===== src/rtl/cell_test_pkg.sv =====
// Shared types and constants for the logic-cell test sequencer.
package cell_test_pkg;

  localparam int ERR_W = 4;

  typedef enum logic [1:0] {
    ST_IDLE   = 2'd0,
    ST_SETTLE = 2'd1,
    ST_SAMPLE = 2'd2,
    ST_DONE   = 2'd3
  } state_t;

  // Gray-ordered {C,B,A} stimulus; entry 0 is the least significant slice.
  localparam logic [7:0][2:0] GRAY_VEC = {
    3'b100, 3'b101, 3'b111, 3'b110, 3'b010, 3'b011, 3'b001, 3'b000
  };

endpackage


===== src/rtl/cts_settle_timer.sv =====
// Down-counter that times the settle interval before each sample.
module cts_settle_timer (
  input  logic       Clock,
  input  logic       nReset,
  input  logic       load,
  input  logic [7:0] load_val,
  input  logic       tick,
  output logic       zero
);

  logic [7:0] count;

  always_ff @(posedge Clock or negedge nReset) begin
    if (!nReset) begin
      count <= 8'd0;
    end else if (load) begin
      count <= load_val;
    end else if (tick && (count != 8'd0)) begin
      count <= count - 8'd1;
    end else begin
      count <= count;
    end
  end

  assign zero = (count == 8'd0);

endmodule


===== src/rtl/cell_test_seq.sv =====
// Walks a 3-input cell through all Gray-ordered vectors and scores its outputs.
module cell_test_seq
  import cell_test_pkg::*;
#(
  parameter int unsigned SETTLE_CYCLES = 4
) (
  input  logic             Clock,
  input  logic             nReset,
  input  logic             Start,
  input  logic             Abort,
  input  logic [7:0]       TruthTable,
  input  logic             Y,
  input  logic             Yld0,
  input  logic             Yld1,
  output logic             A,
  output logic             B,
  output logic             C,
  output logic             Busy,
  output logic             Done,
  output logic             Pass,
  output logic [ERR_W-1:0] ErrCount,
  output logic [2:0]       FailVec,
  output logic             FailValid
);

  localparam logic [7:0] SETTLE_LOAD = 8'(SETTLE_CYCLES - 1);
  localparam logic [ERR_W-1:0] ERR_MAX = {ERR_W{1'b1}};
  localparam logic [ERR_W-1:0] ERR_ONE = {{(ERR_W-1){1'b0}}, 1'b1};

  state_t           state, state_nx;
  logic [2:0]       vec_idx, vec_nx, vec_inc;
  logic [2:0]       abc_nx;
  logic [ERR_W-1:0] err_nx;
  logic [2:0]       fvec_nx;
  logic             fvalid_nx, pass_nx;
  logic             tmr_load, tmr_tick, tmr_zero;
  logic             expect_y, mismatch;

  assign vec_inc  = vec_idx + 3'd1;
  assign expect_y = TruthTable[{C, B, A}];
  assign mismatch = (Y != expect_y) || (Yld0 != expect_y) || (Yld1 != expect_y);

  cts_settle_timer u_timer (
    .Clock    (Clock),
    .nReset   (nReset),
    .load     (tmr_load),
    .load_val (SETTLE_LOAD),
    .tick     (tmr_tick),
    .zero     (tmr_zero)
  );

  // Next-state and next-output logic; Abort outranks both Start and advance.
  always_comb begin
    state_nx  = state;
    vec_nx    = vec_idx;
    abc_nx    = {C, B, A};
    err_nx    = ErrCount;
    fvec_nx   = FailVec;
    fvalid_nx = FailValid;
    pass_nx   = Pass;
    tmr_load  = 1'b0;
    tmr_tick  = 1'b0;
    case (state)
      ST_IDLE: begin
        if (Start) begin
          state_nx  = ST_SETTLE;
          vec_nx    = 3'd0;
          abc_nx    = GRAY_VEC[0];
          err_nx    = '0;
          fvalid_nx = 1'b0;
          pass_nx   = 1'b0;
          tmr_load  = 1'b1;
        end else begin
          state_nx = ST_IDLE;
        end
      end
      ST_SETTLE: begin
        if (Abort) begin
          state_nx = ST_IDLE;
          abc_nx   = 3'b000;
          pass_nx  = 1'b0;
        end else if (tmr_zero) begin
          state_nx = ST_SAMPLE;
        end else begin
          tmr_tick = 1'b1;
        end
      end
      ST_SAMPLE: begin
        if (Abort) begin
          state_nx = ST_IDLE;
          abc_nx   = 3'b000;
          pass_nx  = 1'b0;
        end else begin
          if (mismatch) begin
            err_nx = (ErrCount == ERR_MAX) ? ErrCount : (ErrCount + ERR_ONE);
            if (!FailValid) begin
              fvec_nx   = {C, B, A};
              fvalid_nx = 1'b1;
            end else begin
              fvec_nx = FailVec;
            end
          end else begin
            err_nx = ErrCount;
          end
          if (vec_idx == 3'd7) begin
            state_nx = ST_DONE;
            abc_nx   = 3'b000;
            pass_nx  = (err_nx == '0);
          end else begin
            state_nx = ST_SETTLE;
            vec_nx   = vec_inc;
            abc_nx   = GRAY_VEC[vec_inc];
            tmr_load = 1'b1;
          end
        end
      end
      ST_DONE: begin
        state_nx = ST_IDLE;
      end
      default: begin
        state_nx = ST_IDLE;
        abc_nx   = 3'b000;
      end
    endcase
  end

  // State and registered outputs.
  always_ff @(posedge Clock or negedge nReset) begin
    if (!nReset) begin
      state     <= ST_IDLE;
      vec_idx   <= 3'd0;
      {C, B, A} <= 3'b000;
      Busy      <= 1'b0;
      Done      <= 1'b0;
      Pass      <= 1'b0;
      ErrCount  <= '0;
      FailVec   <= 3'b000;
      FailValid <= 1'b0;
    end else begin
      state     <= state_nx;
      vec_idx   <= vec_nx;
      {C, B, A} <= abc_nx;
      Busy      <= (state_nx == ST_SETTLE) || (state_nx == ST_SAMPLE);
      Done      <= (state_nx == ST_DONE);
      Pass      <= pass_nx;
      ErrCount  <= err_nx;
      FailVec   <= fvec_nx;
      FailValid <= fvalid_nx;
    end
  end

endmodule


===== config.mk =====
export PLATFORM = sky130hd
export DESIGN_NAME = cell_test_seq
export DESIGN_NICKNAME = d
export VERILOG_FILES = /design/src/rtl/cell_test_pkg.sv /design/src/rtl/cts_settle_timer.sv /design/src/rtl/cell_test_seq.sv
export SDC_FILE = /design/constraint.sdc
export NUM_CORES = 1
export LEC_CHECK = 0
export ABC_AREA = 1
export CORE_MARGIN = 2
export CORE_UTILIZATION = 40
export DETAILED_ROUTE_END_ITERATION = 8
export PLACE_DENSITY = 0.73
export SETUP_SLACK_MARGIN = 0.1
export SLEW_MARGIN = 20
export SYNTH_ARGS = -nofsm -noshare
export SYNTH_HDL_FRONTEND = slang
export SYNTH_HIERARCHICAL = 1
export SYNTH_SLANG_ARGS = --single-unit

===== constraint.sdc =====
create_clock -name Clock -period 2.8 [get_ports Clock]
set_clock_uncertainty 0.05 [all_clocks]
set_input_delay 0.7 -clock Clock [delete_from_list [all_inputs] [get_ports Clock]]
set_output_delay 0.7 -clock Clock [all_outputs]
set_load 0.01 [all_outputs]

==> results of run 1 <==
## sequential cells by signal, indices dropped and copies added, names as in the netlist
signal,cells
u_timer/count,8
ErrCount,4
FailVec,3
vec_idx,3
state,2
A,1
B,1
Busy,1
C,1
Done,1
FailValid,1
Pass,1
## layer usage
metal  part of all wire  GRT usage
met1               0.47      0.216
met2               0.47      0.262
met3              0.055     0.0231
met4              0.010     0.0427
met5                  0          0
## logic make-up after synthesis
| kind of cell | synth area share |
|---|---|
| buffers and inverters | 0.0904 |
| other | 0.00427 |
| DFF | 0.384 |
| adders and majority gates | 0.0427 |
| xor gates and xnor gates | 0.0199 |
| AOI/OAI and AO/OA | 0.0840 |
| and+or+nand+nor | 0.374 |
## per-stage QoR
step           cells  power [mW]  hold WS, ns  cell area [um^2]
3_3_place_gp     331        1.13        0.420              2140
2_1_floorplan    250       0.977        0.354              1780
3_5_place_dp     331        1.14        0.431              2140
6_report         335        1.36        0.447              2180
4_1_cts          335        1.36        0.453              2180
5_1_grt          335        1.48        0.482              2180
## power by group
part	switching, mW	internal (mW)	total, mW
combinational	0.364	0.226	0.590
clock	0.124	0.102	0.226
sequential	0.0775	0.463	0.541
## final timing paths
kind | cells after the start | end | slack, ns | start
worst max-delay path | 1 | ErrCount[0] | 0.74 | ErrCount[0]
worst min-delay path | 2 | FailVec[2] | 0.45 | FailVec[2]
worst max register to register | 7 | Busy | 1.00 | u_timer/count[0]
worst min register to register | 2 | FailVec[2] | 0.45 | FailVec[2]
max in group asynchronous | 2 | C | 1.68 | nReset
min in group asynchronous | 2 | FailVec[1] | 0.74 | nReset
## cell usage in the layout, fill, tap and decap left out
cell / Yosys / final
o21ai_0: 12 / 12
nor2_2: 2 / 2
inv_1: 38 / 38
o31ai_1: 1 / 1
buf_4: 0 / 2
o21ai_1: 5 / 5
clkbuf_8: 0 / 3
nand2_1: 73 / 73
nor3_1: 1 / 1
dfrtp_1: 27 / 27
o21ai_4: 1 / 1
a21oi_1: 2 / 2
conb_1: 2 / 8
nand2_4: 4 / 4
or2_2: 1 / 1
clkinv_2: 1 / 1
nand2_2: 6 / 6
nor2_4: 1 / 1
inv_2: 2 / 2
o22ai_1: 3 / 3
ha_1: 6 / 6
nor2_1: 17 / 17
nand3_1: 24 / 24
clkbuf_1: 1 / 1
nand3_2: 7 / 7
nand4_1: 2 / 2
a32o_1: 1 / 1
xnor2_1: 2 / 2
xor2_1: 2 / 2
clkdlybuf4s50_1: 0 / 28
## area by class of cell
class | count | area share
clock buffers | 4 | 0.0206
inverters | 41 | 0.0711
well taps | 52 | 0.0298
flip-flops and latches | 27 | 0.310
repair buffers | 30 | 0.135
multi-input cells | 181 | 0.433
==> impl_results.md, run 1 <==
- Via/cell ratio: approximately 4.7
- Most common library cells after synthesis: nand2_1, inv_1, dfrtp_1
- DRT antenna net count: 0
- Cell taking the most area after synthesis: dfrtp_1
- Post_cts resized: 0
- Total of max-cap violations: 0
- Bufs and invs on worst path: 1
- Dominant cell by count in the synthesized netlist: nand2_1
- Port buffer count: 28
- Setup TNS: 0 ns
- Pin count of the biggest net entering global routing: 28
- Worst Path Arrival: between 1 and 1.5 ns
- Sequential element share of the synthesized area: 0.384
- Minimum clock period: ~2.1 ns
- Die width: about 70 um
- Setup violations, final: 0
- Min-Delay Path Class: reg2reg
- Crit path max-delay family: buffers and inverters
- Status: finished clean
- Final period utilization: 0.736
- Synthesis-to-finish area growth: 24.1%
- Total GRT Usage: 0.158
- Share of synthesized registers carrying an async set or reset: 1.00
- Yosys Warn Count: 6
- Power Density: 622 nW/um^2
- TritonCTS clock tree: yes
- H-tree Lvls: 1
- Synth top area share: 0.384
- Crit Path Class: reg2out
- Max Slew Vio Count: 0
- Initial DRC Count: 89
- Worst Path Required: between 2 and 2.5 ns
- Clk Latency, worst-skew pair: between 0.2 and 0.3 ns
- Postcts setup bufs: 0
- Post-synthesis cell type count: 27
- Multi-input gate area: between 900 and 1000 um^2
- Drt pass-1 iters: 4
- Peak supply drop: between 0.3 and 0.4 mV
- Final worst setup slack: about 0.74 ns
- Ranking of synthesized cells by area: dfrtp_1, nand2_1, inv_1
- RD Place Congestion: 0.829
- Leakage: 1.10 nW
- Setup WS pre-CTS: about 0.53 ns
- Critical Path Start Type: flop
- Hold-fix buffers at CTS: 0
- Final wirelength: about 3700 um
- Row count: 24
- Storage cell area: ~680 um^2
- Layout fillers: 435
- Final hold vios: 0
- Diodes inserted: 0
- RSZ-0062 raised after global routing: false
- Prevailing post-synth register cell: dfrtp_1
- First-pass GRT wire length: 6380 um
- Drc violations: 0
- Initial antenna violation count: 0
- Syn Inst Count: approximately 240
- Die height: between 70 and 80 um
- Mapped Area: 1760 um^2
- Total CTS buffers: 3
- Layout cells sized above 1: 0.106
- Post-synth EDFFs: 0
- Critical path's slowest cell: clkdlybuf4s50_1
- Post-DP HPWL: between 2000 and 3000 um
- CP cell instances: clkdlybuf4s50_1
- CP peak stage delay: 0.58 ns
- Final Util: 0.508
- Clock tree root buffer cell: clkbuf_8
- Die area: just under 5000 um^2
- Area of the core: ~4300 um^2
- CP Max Fanout: 6
- Avg Inst Size Synth: approximately 7 um^2
- DR WL/cell: around 11 um
- Clock Tree Buf Depth: 2
- Initial Util: 0.409
- Total global routing overflow: 0
- Clock-pin slew on the worst setup and hold paths: 0.09 ns
- NumNets Final: about 310
- Max Fclk: approximately 490 MHz
- Synthesized flop and latch total: 27
- Vias in the first global route: roughly 1,400
- Vias: roughly 1,600
- Crit. End Element: output port
- Clk sinks: 27
- Top Ports: 29
Power figures use the tool's default switching activity.
==> inputs of run 2 (changes only) <==
Settings changed: PLACE_DENSITY 0.73 to 0.75.
Clock period 2.8 ns to 1.8 ns, I/O delays scaled along.
==> run 2 against run 1 <==
Effect of this change:
- global-route usage is 0.13 points higher
- clock-buffer cell count unchanged
- total power rose by 69%
- hold slack lost 0.014 ns
- non-clock buffer count grew 25
- via count grew 6.8%
- sequential share of layout area shrank 4.2 points
- combinational power grew 88%
- critical endpoint is now u_timer/count[4]
- largest cell class unchanged
==> impl_results.md, run 2 (synthesized netlist as in run 1, its figures left out) <==
- Layout cells sized above 1: 0.260 (was 0.106)
- Pin count of the biggest net entering global routing: 28 (unchanged)
- Drc violations: 0 (unchanged)
- Setup violations, final: 0 (unchanged)
- Top Registers: u_timer/count x8, ErrCount x4 (unchanged)
- Commonest non-fill, non-tap cell in the layout: nand2_1 (unchanged)
- Commonest non-fill, non-tap cells in the layout: nand2_1, inv_1, dfrtp_1, buf_4, nand3_1 (was nand2_1, inv_1, clkdlybuf4s50_1)
- Total GRT Usage: 0.160 (was 0.158)
- Area post-placement: 2220 um^2 (was 2140 um^2)
- Row count: 24 (unchanged)
- Synthesis-to-finish area growth: 44.1% (was 24.1%)
- Total CTS buffers: 3 (unchanged)
- Clock tree root buffer cell: clkbuf_8 (unchanged)
- Final period utilization: 0.936
- Final wirelength: 4080 um (was 3690 um)
- Final Util: 0.590 (was 0.508)
- Diodes inserted: 0 (unchanged)
- Fin cells: 360 (was 335)
- Layout fillers: 382 (was 435)
- Area of the core: 4290 um^2 (unchanged)
- Initial DRC Count: 59 (was 89)
- Drt pass-1 iters: 4 (unchanged)
- Worst Path Required: 1.97 ns (was 2.05 ns)
- DR WL/cell: 11.3 um (was 11.0 um)
- Max Fclk: 593 MHz
- Vias in the first global route: 1,552 (was 1,414)
- Peak supply drop: 0.693 mV (was 0.384 mV)
- Crit Path Class: reg2reg (was reg2out)
- Top Ports: 29 (unchanged)
- First-pass GRT wire length: 6460 um (was 6380 um)
- NumNets Final: 330 (was 305)
- Initial Util: 0.409 (unchanged)
- Via/cell ratio: 4.67 (was 4.70)
- Final cell area excluding filler cells: 2530 um^2 (was 2180 um^2)
- Hold-fix buffers at CTS: 0 (unchanged)
- Leakage: 1.45 nW (was 1.10 nW)
- Max Slew Vio Count: 0 (unchanged)
- Status: finished clean (unchanged)
- Max FFs per register: 8 (unchanged)
- Min-Delay Path Class: reg2reg (unchanged)
- CP Max Fanout: 8 (was 6)
- Clock-pin slew on the worst setup and hold paths: 0.09 ns (about the same)
- Worst Path Arrival: 1.86 ns (was 1.31 ns)
- Final Power: 2.30 mW (was 1.36 mW)
- Post-DP HPWL: 2830 um (was 2900 um)
- Largest Register: u_timer/count (unchanged)
- Initial antenna violation count: 0 (unchanged)
- Total of max-cap violations: 0 (unchanged)
- Port buffer count: 28 (unchanged)
- RD Place Congestion: 0.813 (was 0.829)
- Clk sinks: 27 (unchanged)
- Clk Latency, worst-skew pair: 0.28 ns (was 0.27 ns)
- Total global routing overflow: 0 (unchanged)
- RSZ-0062 raised after global routing: true (was false)
- Crit. End Element: flop (was output port)
- Die height: 70.3 um (unchanged)
- Critical Path Start Type: flop (unchanged)
- Die area: 4940 um^2 (unchanged)
- DRT antenna net count: 0 (unchanged)
- TritonCTS clock tree: yes (unchanged)
- Power Density: 907 nW/um^2 (was 622 nW/um^2)
- Minimum clock period: between 1.5 and 2 ns
- Vias: 1,682 (was 1,575)
- Die width: 70.3 um (unchanged)
- Clock Tree Buf Depth: 2 (unchanged)
- H-tree Lvls: 1 (unchanged)
- Post-Place Cells: 342 (was 331)
- Setup TNS: 0 ns (unchanged)
- Final hold vios: 0 (unchanged)
## run 2: critical path: stages, from the launching register on
cell and delay, ns:
dfrtp_1 0.40, ha_2 0.19, ha_2 0.17, inv_2 0.06
nand2_2 0.08, nand2_4 0.10, clkinvlp_4 0.19, nand2_4 0.17
buf_4 0.12, nand2_1 0.04, nand2_1 0.06
## run 2: area by class of cell
type                       instances  area [um^2]  share of cell area
sequential                        27          678               0.268
clock buffer                       4         45.0              0.0178
timing repair buffer              55          528               0.208
tap                               52         65.1              0.0257
inverter                          41          160              0.0632
multi-input combinational        181         1060               0.417
## run 2: timing repair
action                                  4_1_cts  5_1_grt
resized for setup                             5       47
pin swaps                                     0       20
setup buffers                                 4       10
endpoints found under the setup margin        8       20
## run 2: metrics by stage
stage / hold slack [ns] / setup slack (ns)
after floorplan: 0.104 / 0.129
after global placement: 0.415 / -0.123
after detailed placement: 0.423 / -0.151
after CTS: 0.445 / 0.0465
after global routing: 0.492 / 0.0228
final: 0.433 / 0.115
## run 2: worst paths after layout
| path | start | slack, ns | end | depth (start not counted) |
|---|---|---|---|---|
| setup / recovery | vec_idx[0] | 0.11 | u_timer/count[4] | 10 |
| hold / removal | Pass | 0.43 | Pass | 2 |
| setup reg to reg | vec_idx[0] | 0.11 | u_timer/count[4] | 10 |
| hold reg to reg | Pass | 0.43 | Pass | 2 |
| min in group asynchronous | nReset | 0.48 | u_timer/count[1] | 2 |
| max in group asynchronous | nReset | 0.94 | ErrCount[0] | 2 |
## run 2: routing by layer
metal  track usage  vias up  routed length (um)
met5             0        -                   0
met4        0.0534        0                  49
met3        0.0289        5                 166
met2         0.278       32                2060
met1         0.198      759                1800
li1              -      886                   -
## run 2: where the power goes
group          switching [mW]  total (mW)  internal [mW]
clock network           0.189       0.348          0.159
registers               0.114       0.835          0.721
logic                   0.647        1.11          0.468
total                   0.950        2.30           1.35
==> inputs of run 3 (changes only) <==
Settings changed: SETUP_SLACK_MARGIN 0.1 to 0.3.
==> run 3 against run 2 <==
Effect of this change:
- sequential cell count is the same
- critical path depth shrank 9
- hold slack lost 0.0035 ns
- largest cell class unchanged
- cell count grew 4.2%
- worst setup slack gained 0.14 ns
- fmax grew 8.8%
- utilization grew 5.9 points
- wire length grew 17%
- global-route usage grew 3.1 points
- die area is the same
- non-clock buffer count grew 15
- clock-buffer cell count is the same
==> impl_results.md, run 3 (synthesized netlist as in run 1, its figures left out) <==
- Total CTS buffers: 3 (unchanged)
- Clk sinks: 27 (unchanged)
- Synthesis-to-finish area growth: 58.6% (was 44.1%)
- CP peak stage delay: 0.47 ns (was 0.40 ns)
- Die height: 70.3 um (unchanged)
- Total global routing overflow: 0 (unchanged)
- Reg-to-Reg Start: u_timer/count[5] (was vec_idx[0])
- Top Registers: u_timer/count x8, ErrCount x4 (unchanged)
- Final hold vios: 0 (unchanged)
- Multi-input gate area: 1240 um^2 (was 1060 um^2)
- Setup WS pre-CTS: -0.148 ns (was -0.151 ns)
- Drc violations: 0 (unchanged)
- Bufs and invs on worst path: 1 (was 3)
- Final worst setup slack: 0.251 ns (was 0.115 ns)
- DRT antenna net count: 0 (unchanged)
- CP cell instances: dlygate4sd2_1 (was ha_2 > ha_2 > inv_2 > nand2_2 > nand2_4 > clkinvlp_4 > nand2_4 > buf_4 > nand2_1 > nand2_1)
- Area of the core: 4290 um^2 (unchanged)
- Initial Util: 0.409 (unchanged)
- Total of max-cap violations: 0 (unchanged)
- Critical Path Start Type: flop (unchanged)
- Layout cells sized above 1: 0.390 (was 0.260)
- RSZ-0062 raised after global routing: true (unchanged)
- Vias: 1,808 (was 1,682)
- Largest Register: u_timer/count (unchanged)
- First-pass GRT wire length: 7680 um (was 6460 um)
- Final Power: 2.73 mW (was 2.30 mW)
- Clk Latency, worst-skew pair: 0.28 ns (about the same)
- Critical Path Start: A (was vec_idx[0])
- Commonest non-fill, non-tap cells in the layout: nand2_1, buf_4, inv_1 (was nand2_1, inv_1, dfrtp_1, buf_4, nand3_1)
- Port buffer count: 28 (unchanged)
- Clock-pin slew on the worst setup and hold paths: 0.10 ns (was 0.09 ns)
- Top Ports: 29 (unchanged)
- DR WL/cell: 12.7 um (was 11.3 um)
- Final hold slack: 0.430 ns (was 0.433 ns)
- Worst Path Required: 1.30 ns (was 1.97 ns)
- Layout fillers: 342 (was 382)
- Max FFs per register: 8 (unchanged)
- Setup violations, final: 0 (unchanged)
- Crit Path Class: reg2out (was reg2reg)
- Diodes inserted: 0 (unchanged)
- NumNets Final: 345 (was 330)
- Worst Path Arrival: 1.05 ns (was 1.86 ns)
- Max Slew Vio Count: 0 (unchanged)
- Fin cells: 375 (was 360)
- Die area: 4940 um^2 (unchanged)
- Storage cell area: 681 um^2 (was 678 um^2)
- Hold_sp: Pass (unchanged)
- CP Max Fanout: 6 (was 8)
- Initial DRC Count: 103 (was 59)
- Power Density: 979 nW/um^2 (was 907 nW/um^2)
- Via/cell ratio: 4.82 (was 4.67)
- Commonest non-fill, non-tap cell in the layout: nand2_1 (unchanged)
- Setup TNS: 0 ns (unchanged)
- Total GRT Usage: 0.190 (was 0.160)
- Crit. End Element: output port (was flop)
- H-tree Lvls: 1 (unchanged)
- Minimum clock period: 1.55 ns (was 1.69 ns)
- TritonCTS clock tree: yes (unchanged)
- Hold-fix buffers at CTS: 0 (unchanged)
- Clock tree root buffer cell: clkbuf_8 (unchanged)
- Drt pass-1 iters: 4 (unchanged)
- Clock Tree Buf Depth: 2 (unchanged)
- Post-DP HPWL: 2970 um (was 2830 um)
- Row count: 24 (unchanged)
- Status: finished clean (unchanged)
- Peak supply drop: 0.699 mV (was 0.693 mV)
- Post-Place Cells: 344 (was 342)
- Leakage: 1.42 nW (was 1.45 nW)
- RD Place Congestion: 0.820 (was 0.813)
- Die width: 70.3 um (unchanged)
- Vias in the first global route: 1,791 (was 1,552)
- Pin count of the biggest net entering global routing: 28 (unchanged)
- Min-Delay Path Class: reg2reg (unchanged)
- Critical path's slowest cell: dfrtp_2 (was dfrtp_1)
- Initial antenna violation count: 0 (unchanged)
- Final period utilization: 0.860 (was 0.936)
- Crit path max-delay family: flip-flops (was simple AND/OR/NAND/NOR gates)
- Max Fclk: 646 MHz (was 593 MHz)
- Final wirelength: 4760 um (was 4080 um)
## run 3: report_power, final
| group | total [mW] | switching (mW) | internal, mW |
|---|---|---|---|
| registers | 0.831 | 0.106 | 0.725 |
| logic | 1.53 | 0.857 | 0.676 |
| clock network | 0.365 | 0.206 | 0.159 |
## run 3: per-layer routing
layer	wire length, um	up-vias	part of all wire	track usage
met5	0	-	0	0
met4	74	0	0.016	0.0726
met3	200	8	0.042	0.0202
met2	2510	44	0.53	0.341
met1	1980	830	0.42	0.233
li1	-	926	-	-
## run 3: timing repair
action / in CTS / in global routing
endpoints found under the setup margin: 35 / 25
resized for setup: 78 / 37
buffers inserted: 17 / 10
cloned: 0 / 0
pin swaps: 27 / 25
## run 3: worst paths after layout
kind / endpoint / slack [ns] / depth (start not counted)
max: A / 0.25 / 1
min: Pass / 0.43 / 2
max reg2reg: Busy / 0.27 / 6
min reg2reg: Pass / 0.43 / 2
max in group asynchronous: u_timer/count[2] / 0.92 / 2
min in group asynchronous: ErrCount[3] / 0.49 / 2
## run 3: worst reg2reg max path, stage by stage (launching register included)
cell     delay [ns]
dfrtp_1        0.42
nor2_2         0.17
nand2_2        0.11
nor2_4         0.18
inv_2          0.07
o22ai_4        0.18
ha_1           0.25
## run 3: area by class of cell
type	count	area share
tap	52	0.0233
clock buffer	4	0.0162
inverter	41	0.0633
sequential	27	0.244
timing repair buffer	70	0.209
multi-input combinational	181	0.444
## run 3: per-stage QoR
| stage | cell area, um^2 | util |
|---|---|---|
| floorplan | 1800 | - |
| global placement | 2240 | 0.523 |
| detailed placement | 2240 | 0.523 |
| CTS | 2580 | 0.600 |
| global route | 2790 | 0.649 |
| finish | 2790 | 0.649 |
